### config.mk
export PLATFORM = sky130hd
export DESIGN_NAME = traffic_intersection_ctrl
export DESIGN_NICKNAME = d
export VERILOG_FILES = /design/src/rtl/traffic_pkg.sv /design/src/rtl/phase_timer.sv /design/src/rtl/traffic_intersection_ctrl.sv
export SDC_FILE = /design/constraint.sdc
export NUM_CORES = 1
export LEC_CHECK = 0
export ABC_AREA = 1
export CAP_MARGIN = 20
export CORE_ASPECT_RATIO = 1.25
export CORE_UTILIZATION = 57
export CTS_CLUSTER_SIZE = 30
export DETAILED_ROUTE_END_ITERATION = 8
export PLACE_DENSITY = 0.85
export SKIP_CTS_REPAIR_TIMING = 1
export SYNTH_ARGS = -nofsm -noshare
export SYNTH_HDL_FRONTEND = slang
export SYNTH_HIERARCHICAL = 1
export SYNTH_SLANG_ARGS = --single-unit
### constraint.sdc
create_clock -name clk -period 6 [get_ports clk]
set_clock_uncertainty 0.15 [all_clocks]
set_input_delay 1.2 -clock clk [delete_from_list [all_inputs] [get_ports clk]]
set_output_delay 1.2 -clock clk [all_outputs]
set_load 0.01 [all_outputs]
### src/rtl/traffic_pkg.sv
// rtl/traffic_pkg.sv - state codes and lamp bit indices shared by the intersection controller.
package traffic_pkg;

  localparam logic [3:0] ST_OFF       = 4'd0;
  localparam logic [3:0] ST_ALLRED_A  = 4'd1;
  localparam logic [3:0] ST_NS_GREEN  = 4'd2;
  localparam logic [3:0] ST_NS_YELLOW = 4'd3;
  localparam logic [3:0] ST_ALLRED_B  = 4'd4;
  localparam logic [3:0] ST_EW_GREEN  = 4'd5;
  localparam logic [3:0] ST_EW_YELLOW = 4'd6;
  localparam logic [3:0] ST_PED_WALK  = 4'd7;
  localparam logic [3:0] ST_FLASH     = 4'd8;

  localparam int RED = 2;
  localparam int YEL = 1;
  localparam int GRN = 0;

endpackage

### src/rtl/phase_timer.sv
// rtl/phase_timer.sv - phase cycle counter; done marks the last cycle of a phase of length limit.
module phase_timer #(
  parameter int TIMER_W = 8
) (
  input  logic               clk,
  input  logic               rst_n,
  input  logic               clear,
  input  logic [TIMER_W-1:0] limit,
  output logic [TIMER_W-1:0] count,
  output logic               done
);

  logic [TIMER_W-1:0] r_count;

  always_ff @(posedge clk or negedge rst_n) begin
    if (!rst_n) begin
      r_count <= '0;
    end else if (clear) begin
      r_count <= '0;
    end else begin
      r_count <= r_count + TIMER_W'(1);
    end
  end

  assign count = r_count;
  assign done  = (r_count == (limit - TIMER_W'(1)));

endmodule

### src/rtl/traffic_intersection_ctrl.sv
// rtl/traffic_intersection_ctrl.sv - NS/EW intersection FSM with all-red clearance,
// latched pedestrian walk phase and flashing-yellow maintenance mode.
module traffic_intersection_ctrl
  import traffic_pkg::*;
#(
  parameter int TIMER_W  = 8,
  parameter int T_GREEN  = 30,
  parameter int T_YELLOW = 10,
  parameter int T_ALLRED = 4,
  parameter int T_WALK   = 20,
  parameter int T_FLASH  = 25
) (
  input  logic               clk,
  input  logic               rst_n,
  input  logic               enable,
  input  logic               flash_mode,
  input  logic               ped_req,
  output logic [2:0]         ns_light,
  output logic [2:0]         ew_light,
  output logic               walk,
  output logic               ped_pending,
  output logic [3:0]         state_out,
  output logic [TIMER_W-1:0] timer_out
);

  logic [3:0]         r_state;
  logic               r_ped;
  logic               r_dir;
  logic               r_flash_phase;
  logic [3:0]         w_next;
  logic [TIMER_W-1:0] w_limit;
  logic [TIMER_W-1:0] w_count;
  logic               w_done;
  logic               w_clear;
  logic               w_enter_walk;

  always_comb begin
    case (r_state)
      ST_ALLRED_A, ST_ALLRED_B:  w_limit = TIMER_W'(T_ALLRED);
      ST_NS_GREEN, ST_EW_GREEN:  w_limit = TIMER_W'(T_GREEN);
      ST_NS_YELLOW, ST_EW_YELLOW: w_limit = TIMER_W'(T_YELLOW);
      ST_PED_WALK:               w_limit = TIMER_W'(T_WALK);
      ST_FLASH:                  w_limit = TIMER_W'(T_FLASH);
      default:                   w_limit = TIMER_W'(1);
    endcase
  end

  // enable outranks flash_mode, which outranks the normal cycle
  always_comb begin
    w_next = r_state;
    if (!enable) begin
      w_next = ST_OFF;
    end else if (flash_mode) begin
      w_next = ST_FLASH;
    end else begin
      case (r_state)
        ST_OFF:       w_next = ST_ALLRED_A;
        ST_ALLRED_A:  if (w_done) w_next = r_ped ? ST_PED_WALK : ST_NS_GREEN;
        ST_NS_GREEN:  if (w_done) w_next = ST_NS_YELLOW;
        ST_NS_YELLOW: if (w_done) w_next = ST_ALLRED_B;
        ST_ALLRED_B:  if (w_done) w_next = r_ped ? ST_PED_WALK : ST_EW_GREEN;
        ST_EW_GREEN:  if (w_done) w_next = ST_EW_YELLOW;
        ST_EW_YELLOW: if (w_done) w_next = ST_ALLRED_A;
        ST_PED_WALK:  if (w_done) w_next = r_dir ? ST_EW_GREEN : ST_NS_GREEN;
        ST_FLASH:     w_next = ST_ALLRED_A;
        default:      w_next = ST_OFF;
      endcase
    end
  end

  assign w_enter_walk = (w_next == ST_PED_WALK) && (r_state != ST_PED_WALK);
  assign w_clear      = !enable || (w_next != r_state) || ((r_state == ST_FLASH) && w_done);

  phase_timer #(.TIMER_W(TIMER_W)) u_phase_timer (
    .clk   (clk),
    .rst_n (rst_n),
    .clear (w_clear),
    .limit (w_limit),
    .count (w_count),
    .done  (w_done)
  );

  always_ff @(posedge clk or negedge rst_n) begin
    if (!rst_n) begin
      r_state       <= ST_OFF;
      r_ped         <= 1'b0;
      r_dir         <= 1'b0;
      r_flash_phase <= 1'b0;
    end else begin
      r_state <= w_next;
      if (!enable || (r_state == ST_OFF)) begin
        r_ped <= 1'b0;
      end else begin
        r_ped <= ped_req | (r_ped & ~w_enter_walk);
      end
      // dir remembers which approach gets green after a walk phase
      if (enable && !flash_mode && w_done) begin
        if (r_state == ST_ALLRED_A) r_dir <= 1'b0;
        if (r_state == ST_ALLRED_B) r_dir <= 1'b1;
      end
      if ((w_next == ST_FLASH) && (r_state != ST_FLASH)) begin
        r_flash_phase <= 1'b1;
      end else if ((r_state == ST_FLASH) && w_done) begin
        r_flash_phase <= ~r_flash_phase;
      end
    end
  end

  always_comb begin
    ns_light = 3'b000;
    ew_light = 3'b000;
    case (r_state)
      ST_ALLRED_A, ST_ALLRED_B, ST_PED_WALK: begin
        ns_light[RED] = 1'b1;
        ew_light[RED] = 1'b1;
      end
      ST_NS_GREEN:  begin ns_light[GRN] = 1'b1; ew_light[RED] = 1'b1; end
      ST_NS_YELLOW: begin ns_light[YEL] = 1'b1; ew_light[RED] = 1'b1; end
      ST_EW_GREEN:  begin ew_light[GRN] = 1'b1; ns_light[RED] = 1'b1; end
      ST_EW_YELLOW: begin ew_light[YEL] = 1'b1; ns_light[RED] = 1'b1; end
      ST_FLASH: begin
        ns_light[YEL] = r_flash_phase;
        ew_light[YEL] = r_flash_phase;
      end
      default: ;
    endcase
  end

  assign walk        = (r_state == ST_PED_WALK);
  assign ped_pending = r_ped;
  assign state_out   = r_state;
  assign timer_out   = w_count;

endmodule

==> flow_summary.ini <==
[routing]
drt_wl_total_um = 3388
routedWlPerCell_um = 11.22
via_per_inst = 5.060
dr_total_vias = 1528
drc = 0
drtAntennaViolNets = 0
firstDrtPassIters = 4
initialDrtViolationCount = 48

[setup_path]
cp-start-kind = flop
critPathArrivalTime_ns = 4.11
critPathKind = reg2reg
worst_ep_required_time_ns = 6.08
r2r-start = state_out[0]
cpMaxStageDelayCell = dfrtp_1
cp_common_cell = nand2_1
cp-end-kind = flop
slowest_delay_ns = 0.51
reg2reg_depth = 27
rrSetupSlack_ns = 1.97
crit_start = state_out[0]
crit_path_end = u_phase_timer/count[2]
reg2reg_to = u_phase_timer/count[2]
worst-path-max-fanout = 7

[timing]
finalSetupTns_ns = 0
relSlewSlack = 0.5642
layout_min_cycle_time_ns = 4.032
final_max_slew_viol_count = 0
period_share = 0.6720
max_freq_mhz = 248.0
setup_viol_count_final = 0
hold_viol_final = 0
rsz0062_at_grt = no
timing_worst_slew_pin_value_ns = 0.6516
whs_ns = 0.3419

[floorplan]
boundaryPins = 25
core_um2 = 2427
initial_core_util = 0.5969
dieArea_um2 = 2749
die_x_um = 47.10
die_height_um = 58.37
rows = 20

[synthesis]
ys_ff_latch = 15
synth_top_family_by_area = simple AND/OR/NAND/NOR gates
yosysWarnings = 6
synth_mux_area_frac = 0
yosysSeqAreaShare = 0.2591
ys_top_cells_by_area = dfrtp_1 (26%), nand2_1 (18%), inv_1 (10%)
synth_compound_area_frac = 0.09154
synth_simple_gate_area_frac = 0.4447
synth_top_area_share = 0.2591
synth_fa_ha_area_frac = 0.05181
synth_top_cell_by_area = dfrtp_1
yosys.cell_types.count = 26
avgSynthCellArea_um2 = 6.088
synth_xor_area_frac = 0.03627
synth_area_um2 = 1449
postSynthCellCount = 238

[final_layout]
post-route-cell-area_um2 = 1762
nets = 281
syn2layout_area_growth_pct = 21.59
final_cell_mix = nand2_1 (69), inv_1 (40), nor2_1 (39)
mostFrequentLayoutCell = nand2_1
diodes = 0
drive_above_1_share = 0.08550

[hold_path]
hold_class = reg2reg

[power]
p_leak_nw = 0.9128
ir_drop_mv = 0.1308
fin_total_pwr_w = 0.0002257
power.density_nw_per_um2 = 128.1

[grt]
grt_max_degree = 16
grt_use_total = 0.2816
grt_pass1_wl_um = 5526
grt_util_met1 = 0.2980
grt_pass1_vias = 1367
grt-ovfl-total = 0
globalRouteMet2Util = 0.5060
busiest_layer = met2
antenna_found_initial = 0
gr-usage-met3 = 0.06748

[clock_tree]
cts_root_buf = clkbuf_4
cts_tree = done
h-tree-depth = 1
ctsLongestPathBuffers = 2
clock_latency_ns = 0.30
cts_buffers = 3
cts.sinks = 15
path_clk_slew_ns = 0.09

[placed_design]
gp_congestion = 0.9254
dp_hpwl_um = 2766
port_buffers = 24
placed_cell_area_um2 = 1734

[status]
status = complete, no violations

[run]
maxCapViolCount = 0
-- worst max-delay path, delay by kind of cell, from the launching register on --
| kind | cells | cell delay [ns] |
|---|---|---|
| flip-flops | 1 | 0.51 |
| buffers and inverters | 6 | 0.85 |
| adder cells (fa/ha/maj) | 1 | 0.27 |
| AND/OR/NAND/NOR | 16 | 1.69 |
| AO/OA/AOI/OAI | 4 | 0.49 |
-- worst min-delay path by stage --
stage                        from             to  slack, ns  depth (start not counted)
detailed placement  r_flash_phase  r_flash_phase       0.32                          1
global route        r_flash_phase  r_flash_phase       0.36                          1
global placement    r_flash_phase  r_flash_phase       0.32                          1
floorplan           r_flash_phase  r_flash_phase       0.29                          1
CTS                 r_flash_phase  r_flash_phase       0.34                          1
finish              r_flash_phase  r_flash_phase       0.34                          1
-- sequential cells by signal, indices dropped and copies added, names as in the netlist --
register / count
ped_pending: 1
state_out: 4
r_flash_phase: 1
r_dir: 1
u_phase_timer/count: 8
-- synth_stat cells --
master,number
a211oi_1,1
a21oi_1,9
buf_6,1
conb_1,1
dfrtp_1,15
ha_1,6
inv_1,40
inv_2,1
nand2_1,69
nand2_2,4
nand3_1,13
nand3_2,6
nand3b_1,1
nand4_1,2
nor2_1,39
nor2_2,4
nor2_4,2
nor3_1,1
nor3_2,1
o211ai_1,1
o21ai_0,11
o21ai_1,1
o22ai_1,2
or2_2,1
xnor2_1,1
xor2_1,5
-- report_power, final --
part	internal (W)	switching (W)	leakage (nW)
logic	0.0000232	0.0000351	0.694
registers	0.000104	0.00000380	0.201
clock network	0.0000249	0.0000349	0.0177
total	0.000152	0.0000738	0.913
-- cells by family (layout without fill, tap and decap cells) --
group,count (synthesis),in the layout
and+or+nand+nor,143,143
buffers and inverters,42,69
AOI/OAI and AO/OA,25,25
DFF,15,15
adders and majority gates,6,6
xor gates and xnor gates,6,6
other,1,5
-- per-layer routing --
metal  vias to the layer above  share of wire
li1                        794              -
met1                       682           0.41
met2                        41           0.52
met3                        11          0.032
met4                         0          0.035
met5                         -              0
-- final cells by class --
type,count,area (µm²)
multi-input cells,185,923.4
flip-flops and latches,15,375.4
inverters,41,153.9
fillers,233,665.6
clock inverters,1,5.005
repair buffers,24,240.2
well taps,33,41.29
clock buffers,3,22.52
-- through the flow --
| step | setup WS [ns] | utilization | cells |
|---|---|---|---|
| 2_1_floorplan | 2.643 | - | 242 |
| 4_1_cts | 1.994 | 0.7258 | 302 |
| 3_5_place_dp | 2.021 | 0.7144 | 298 |
| 5_1_grt | 1.439 | 0.7258 | 302 |
| 6_report | 1.968 | 0.7258 | 302 |
| 3_3_place_gp | 2.084 | 0.7144 | 298 |
No activity file was read; power rests on OpenSTA's default activity.
==> variant 1, RTL diff (config.mk and constraints unchanged) <==
Set the parameter `T_GREEN` to 22 (it was 30).
--- a/src/rtl/traffic_intersection_ctrl.sv
+++ b/src/rtl/traffic_intersection_ctrl.sv
@@ -4,7 +4,7 @@
   import traffic_pkg::*;
 #(
   parameter int TIMER_W  = 8,
-  parameter int T_GREEN  = 30,
+  parameter int T_GREEN  = 22,
   parameter int T_YELLOW = 10,
   parameter int T_ALLRED = 4,
   parameter int T_WALK   = 20,
Function: no difference found for any inputs over 10 cycles, from zero or initial values and one cycle with rst_n low; that may be too few to reach the edited logic, so the function may still have changed.
==> variant 1 against the unedited design <==
- wire length is 2.6% higher
- critical path depth is 5 higher
- synthesized area is 3.6% higher
- sequential share of layout area is 0.56 points lower
- cell area is 2.7% higher
- first-iteration DRC count is 15% lower
- power is 0.84% higher
- worst setup slack worse by 0.38 ns
- clock power is 1% higher
- synthesized cell count is 2.5% higher
- sequential cell count stayed put
- die area is 3.5% higher
- highest routed layer unchanged
==> variant 1: results <==
[final_layout]
final_layout_size_suffix_gt1_frac = 0.0985
n_antenna_cell = 0
layout.nets = 286

[drt]
routed_wirelength_mm = 3.48
vias_per_cell = 5.17
drtIter0Drc = 41

[logic_synthesis]
yosys-top-cells-area = dfrtp_1 (25%), nand2_1 (18%), nor2_1 (10%)
synthArstFlopShare = 1.00
synth_flop_cell = dfrtp_1
yosysSeqAreaShare = 0.250
synth_cell_types = 30
synth.top_cells.by_count = nand2_1 (74), nor2_1 (40), inv_1 (38)
yosys_warnings = 6

[worst_setup_path]
endpoint = u_phase_timer/count[6]$_DFF_PN0_
path_max_fanout = 11
reg2regPathDepth = 32
rrSetupSlack_ns = 1.59
critPathKind = reg2reg
crit_slowest_cell = nor2_1
worstReg2RegStart = state_out[1]$_DFF_PN0_
crit_arrival_ns = 4.48
cp_slowest_stage_delay_ns = 0.56

[power_and_ir_drop]
p_leak_nw = 0.951
vdd.ir_drop.worst_mv = 0.108
netSwitchingFraction = 0.332

[sta]
hold_violations = 0
period_share = 0.735
worstMarginPinSlew_ns = 0.724

[placed_design]
hpwl_mm = 2.79
io_buffers = 24
routabilityCongestion = 0.908

[run_status]
status = finished clean

[min_path]
hp-class = reg2reg

[global_route]
track_usage = 0.283
grt_start_max_net_pins = 16
antenna_found_initial = 0
grt_pass1_wl_mm = 5.68
grt_pass1_vias = 1393

[cts]
h-tree-depth = 1
clk_pin_slew_worst_paths_ns = 0.10
clock_latency_ns = 0.29
cts_buffer_depth = 2

[job]
drv_cap = 0
-- variant 1: layer usage --
layer | vias to the layer above | GRT usage | routed length [um]
met5 | - | 0 | 0
met3 | 10 | 0.0244 | 124
met4 | 0 | 0.147 | 101
met1 | 722 | 0.314 | 1420
met2 | 43 | 0.508 | 1830
li1 | 812 | - | -
-- variant 1: worst min path at each step --
stage,slack [ns],to,start,cells after the start
floorplan,0.29,r_flash_phase$_DFFE_PN0P_,r_flash_phase$_DFFE_PN0P_,1
global placement,0.31,r_flash_phase$_DFFE_PN0P_,r_flash_phase$_DFFE_PN0P_,1
detailed placement,0.31,r_flash_phase$_DFFE_PN0P_,r_flash_phase$_DFFE_PN0P_,1
CTS,0.33,r_flash_phase$_DFFE_PN0P_,r_flash_phase$_DFFE_PN0P_,1
global route,0.38,r_flash_phase$_DFFE_PN0P_,r_flash_phase$_DFFE_PN0P_,1
finish,0.32,r_flash_phase$_DFFE_PN0P_,r_flash_phase$_DFFE_PN0P_,1
-- variant 1: power groups by stage --
stage / combinational [mW] / clock [mW] / sequential (mW)
3_5_place_dp: 0.0596 / 0 / 0.109
6_report: 0.0599 / 0.0604 / 0.107
2_1_floorplan: 0.0395 / 0 / 0.110
3_3_place_gp: 0.0583 / 0 / 0.109
5_1_grt: 0.0683 / 0.0676 / 0.108
4_1_cts: 0.0599 / 0.0631 / 0.107
-- variant 1: cells by family after synthesis --
family / count (synthesis) / share of synthesized area
AND/OR/NAND/NOR: 149 / 0.460
buffers and inverters: 43 / 0.115
AO/OA/AOI/OAI: 25 / 0.0925
flip-flops: 15 / 0.250
adder cells (fa/ha/maj): 6 / 0.0500
XOR/XNOR: 4 / 0.0233
other: 1 / 0.00250
multiplexers: 1 / 0.00667
-- variant 1: layout make-up --
| cell class | instances | area (um2) |
|---|---|---|
| Clock buffer | 3 | 22.5 |
| Multi-Input combinational cell | 190 | 968 |
| Sequential cell | 15 | 375 |
| Tap cell | 33 | 41.3 |
| Fill cell | 240 | 643 |
| Inverter | 41 | 156 |
| Timing Repair Buffer | 24 | 240 |
| Clock inverter | 1 | 5.00 |
-- variant 1: stage by stage --
stage / instances / instance area [um2] / power (mW) / util / setup slack (ns)
5_1_grt: 307 / 1810 / 0.244 / 0.738 / 1.03
4_1_cts: 307 / 1810 / 0.230 / 0.738 / 1.65
3_3_place_gp: 303 / 1780 / 0.168 / 0.727 / 1.80
2_1_floorplan: 248 / 1520 / 0.149 / - / 2.58
3_5_place_dp: 303 / 1780 / 0.169 / 0.727 / 1.70
6_report: 307 / 1810 / 0.228 / 0.738 / 1.59
-- variant 1: worst max-delay path, delay by kind of cell, from the launching register on --
family          cells  cell delay, ns
simple gates       20            2.08
fa+ha+maj           1            0.28
buf+inv             8            1.06
flops               1            0.43
compound gates      3            0.38
==> variant 2, RTL diff (same flow settings) <==
Made on the original files. Put a register stage on the output `ew_light`, with the module's reset. The value now appears one clock later. The other outputs are not delayed to match.
--- a/src/rtl/traffic_intersection_ctrl.sv
+++ b/src/rtl/traffic_intersection_ctrl.sv
@@ -22,6 +22,8 @@
   output logic [3:0]         state_out,
   output logic [TIMER_W-1:0] timer_out
 );
+
+  logic [2:0] ew_light_d;
 
   logic [3:0]         r_state;
   logic               r_ped;
@@ -108,19 +110,19 @@
 
   always_comb begin
     ns_light = 3'b000;
-    ew_light = 3'b000;
+    ew_light_d = 3'b000;
     case (r_state)
       ST_ALLRED_A, ST_ALLRED_B, ST_PED_WALK: begin
         ns_light[RED] = 1'b1;
-        ew_light[RED] = 1'b1;
+        ew_light_d[RED] = 1'b1;
       end
-      ST_NS_GREEN:  begin ns_light[GRN] = 1'b1; ew_light[RED] = 1'b1; end
-      ST_NS_YELLOW: begin ns_light[YEL] = 1'b1; ew_light[RED] = 1'b1; end
-      ST_EW_GREEN:  begin ew_light[GRN] = 1'b1; ns_light[RED] = 1'b1; end
-      ST_EW_YELLOW: begin ew_light[YEL] = 1'b1; ns_light[RED] = 1'b1; end
+      ST_NS_GREEN:  begin ns_light[GRN] = 1'b1; ew_light_d[RED] = 1'b1; end
+      ST_NS_YELLOW: begin ns_light[YEL] = 1'b1; ew_light_d[RED] = 1'b1; end
+      ST_EW_GREEN:  begin ew_light_d[GRN] = 1'b1; ns_light[RED] = 1'b1; end
+      ST_EW_YELLOW: begin ew_light_d[YEL] = 1'b1; ns_light[RED] = 1'b1; end
       ST_FLASH: begin
         ns_light[YEL] = r_flash_phase;
-        ew_light[YEL] = r_flash_phase;
+        ew_light_d[YEL] = r_flash_phase;
       end
       default: ;
     endcase
@@ -131,5 +133,13 @@
   assign state_out   = r_state;
   assign timer_out   = w_count;
 
+  always_ff @(posedge clk or negedge rst_n) begin
+    if (!rst_n) begin
+      ew_light <= '0;
+    end else begin
+      ew_light <= ew_light_d;
+    end
+  end
+
 endmodule
 
Check against the original RTL: not equivalent (Yosys sat finds a counterexample within 4 cycles, from zero or initial values and one cycle with rst_n low).
==> variant 2 against the unedited design <==
- cell area rose by 4.8%
- sequential cell count is 3 higher
- hold slack improved by 0.0034 ns
- synthesized area grew 5.2%
- power is 19% higher
- worst setup slack got worse by 0.030 ns
- maximum frequency is 0.73% lower
- wire length grew 13%
==> variant 2: results <==
[final_layout]
fillers = 204
final_layout_size_suffix_gt1_frac = 0.0846
layout.nets = 284
fin_area_mm2 = 0.00185
n_antenna_cell = 0
largest_register_ffs = 8

[placed_design]
place_ws_ns = 2.02
hpwl_mm = 3.04
place_inst = 301
routabilityCongestion = 1.01

[logic_synthesis]
synth.top_cells.by_count = nand2_1 (69), inv_1 (40), nor2_1 (39)
yosys-top-cells-area = dfrtp_1 (30%), nand2_1 (17%), inv_1 (9.9%)
synthArstFlopShare = 1.00
synth_flop_cell = dfrtp_1
yosysSeqAreaShare = 0.296
yosys_warnings = 6
syn_area_per_cell_um2 = 6.32

[power_and_ir_drop]
vdd.ir_drop.worst_mv = 0.132
p_leak_nw = 0.957

[drt]
vias_per_cell = 5.16
vias = 1574
routed_wirelength_mm = 3.84
highest_layer = met4
wl_met2_mm = 2.03
drtIter0Drc = 54
wl_met3_um = 211
wl_met1_mm = 1.49

[global_route]
grt_pass1_wl_mm = 6.00
grt_pass1_vias = 1457
grt_use_met3 = 0.0453
track_usage = 0.302
grt_start_max_net_pins = 19
gr-usage-met1 = 0.308
use_met2 = 0.558

[worst_setup_path]
critical-path-top-delay-family = simple AND/OR/NAND/NOR gates
r2r-end = u_phase_timer/count[6]$_DFF_PN0_
crit_arrival_ns = 4.15
path_max_fanout = 7

[min_path]
hp-class = reg2reg
hold-path-cell-count = 1

[run_status]
status = finished clean

[cts]
clk_pin_slew_worst_paths_ns = 0.11
h-tree-depth = 1
cts_made_buffers = 3

[sta]
period_share = 0.677
hold_ws_ns = 0.345
worstMarginPinSlew_ns = 0.872
==> variant 2: changes by cell type in the layout (fill, tap and decap cells not counted) <==
| cell | delta |
|---|---|
| clkbuf_8 | +1 |
| clkinv_2 | -1 |
| dfrtp_1 | +3 |
==> variant 2: cell type report <==
class                           instances  share of cell area
Clock buffer                            4              0.0197
Inverter                               41              0.0834
Multi-Input combinational cell        185               0.500
Sequential cell                        18               0.244
Tap cell                               33              0.0224
Timing Repair Buffer                   24               0.130
==> variant 2: report_power, final <==
group	leakage (nW)	switching, mW	internal (mW)
Combinational	0.694	0.0373	0.0232
Clock	0.0210	0.0415	0.0371
Sequential	0.242	0.00379	0.125
==> variant 2: kinds of logic after synthesis <==
kind of cell | share of synthesized area
flip-flops | 0.296
AND/OR/NAND/NOR | 0.423
adder cells (fa/ha/maj) | 0.0493
other | 0.00246
AO/OA/AOI/OAI | 0.0870
buffers and inverters | 0.108
XOR/XNOR | 0.0345
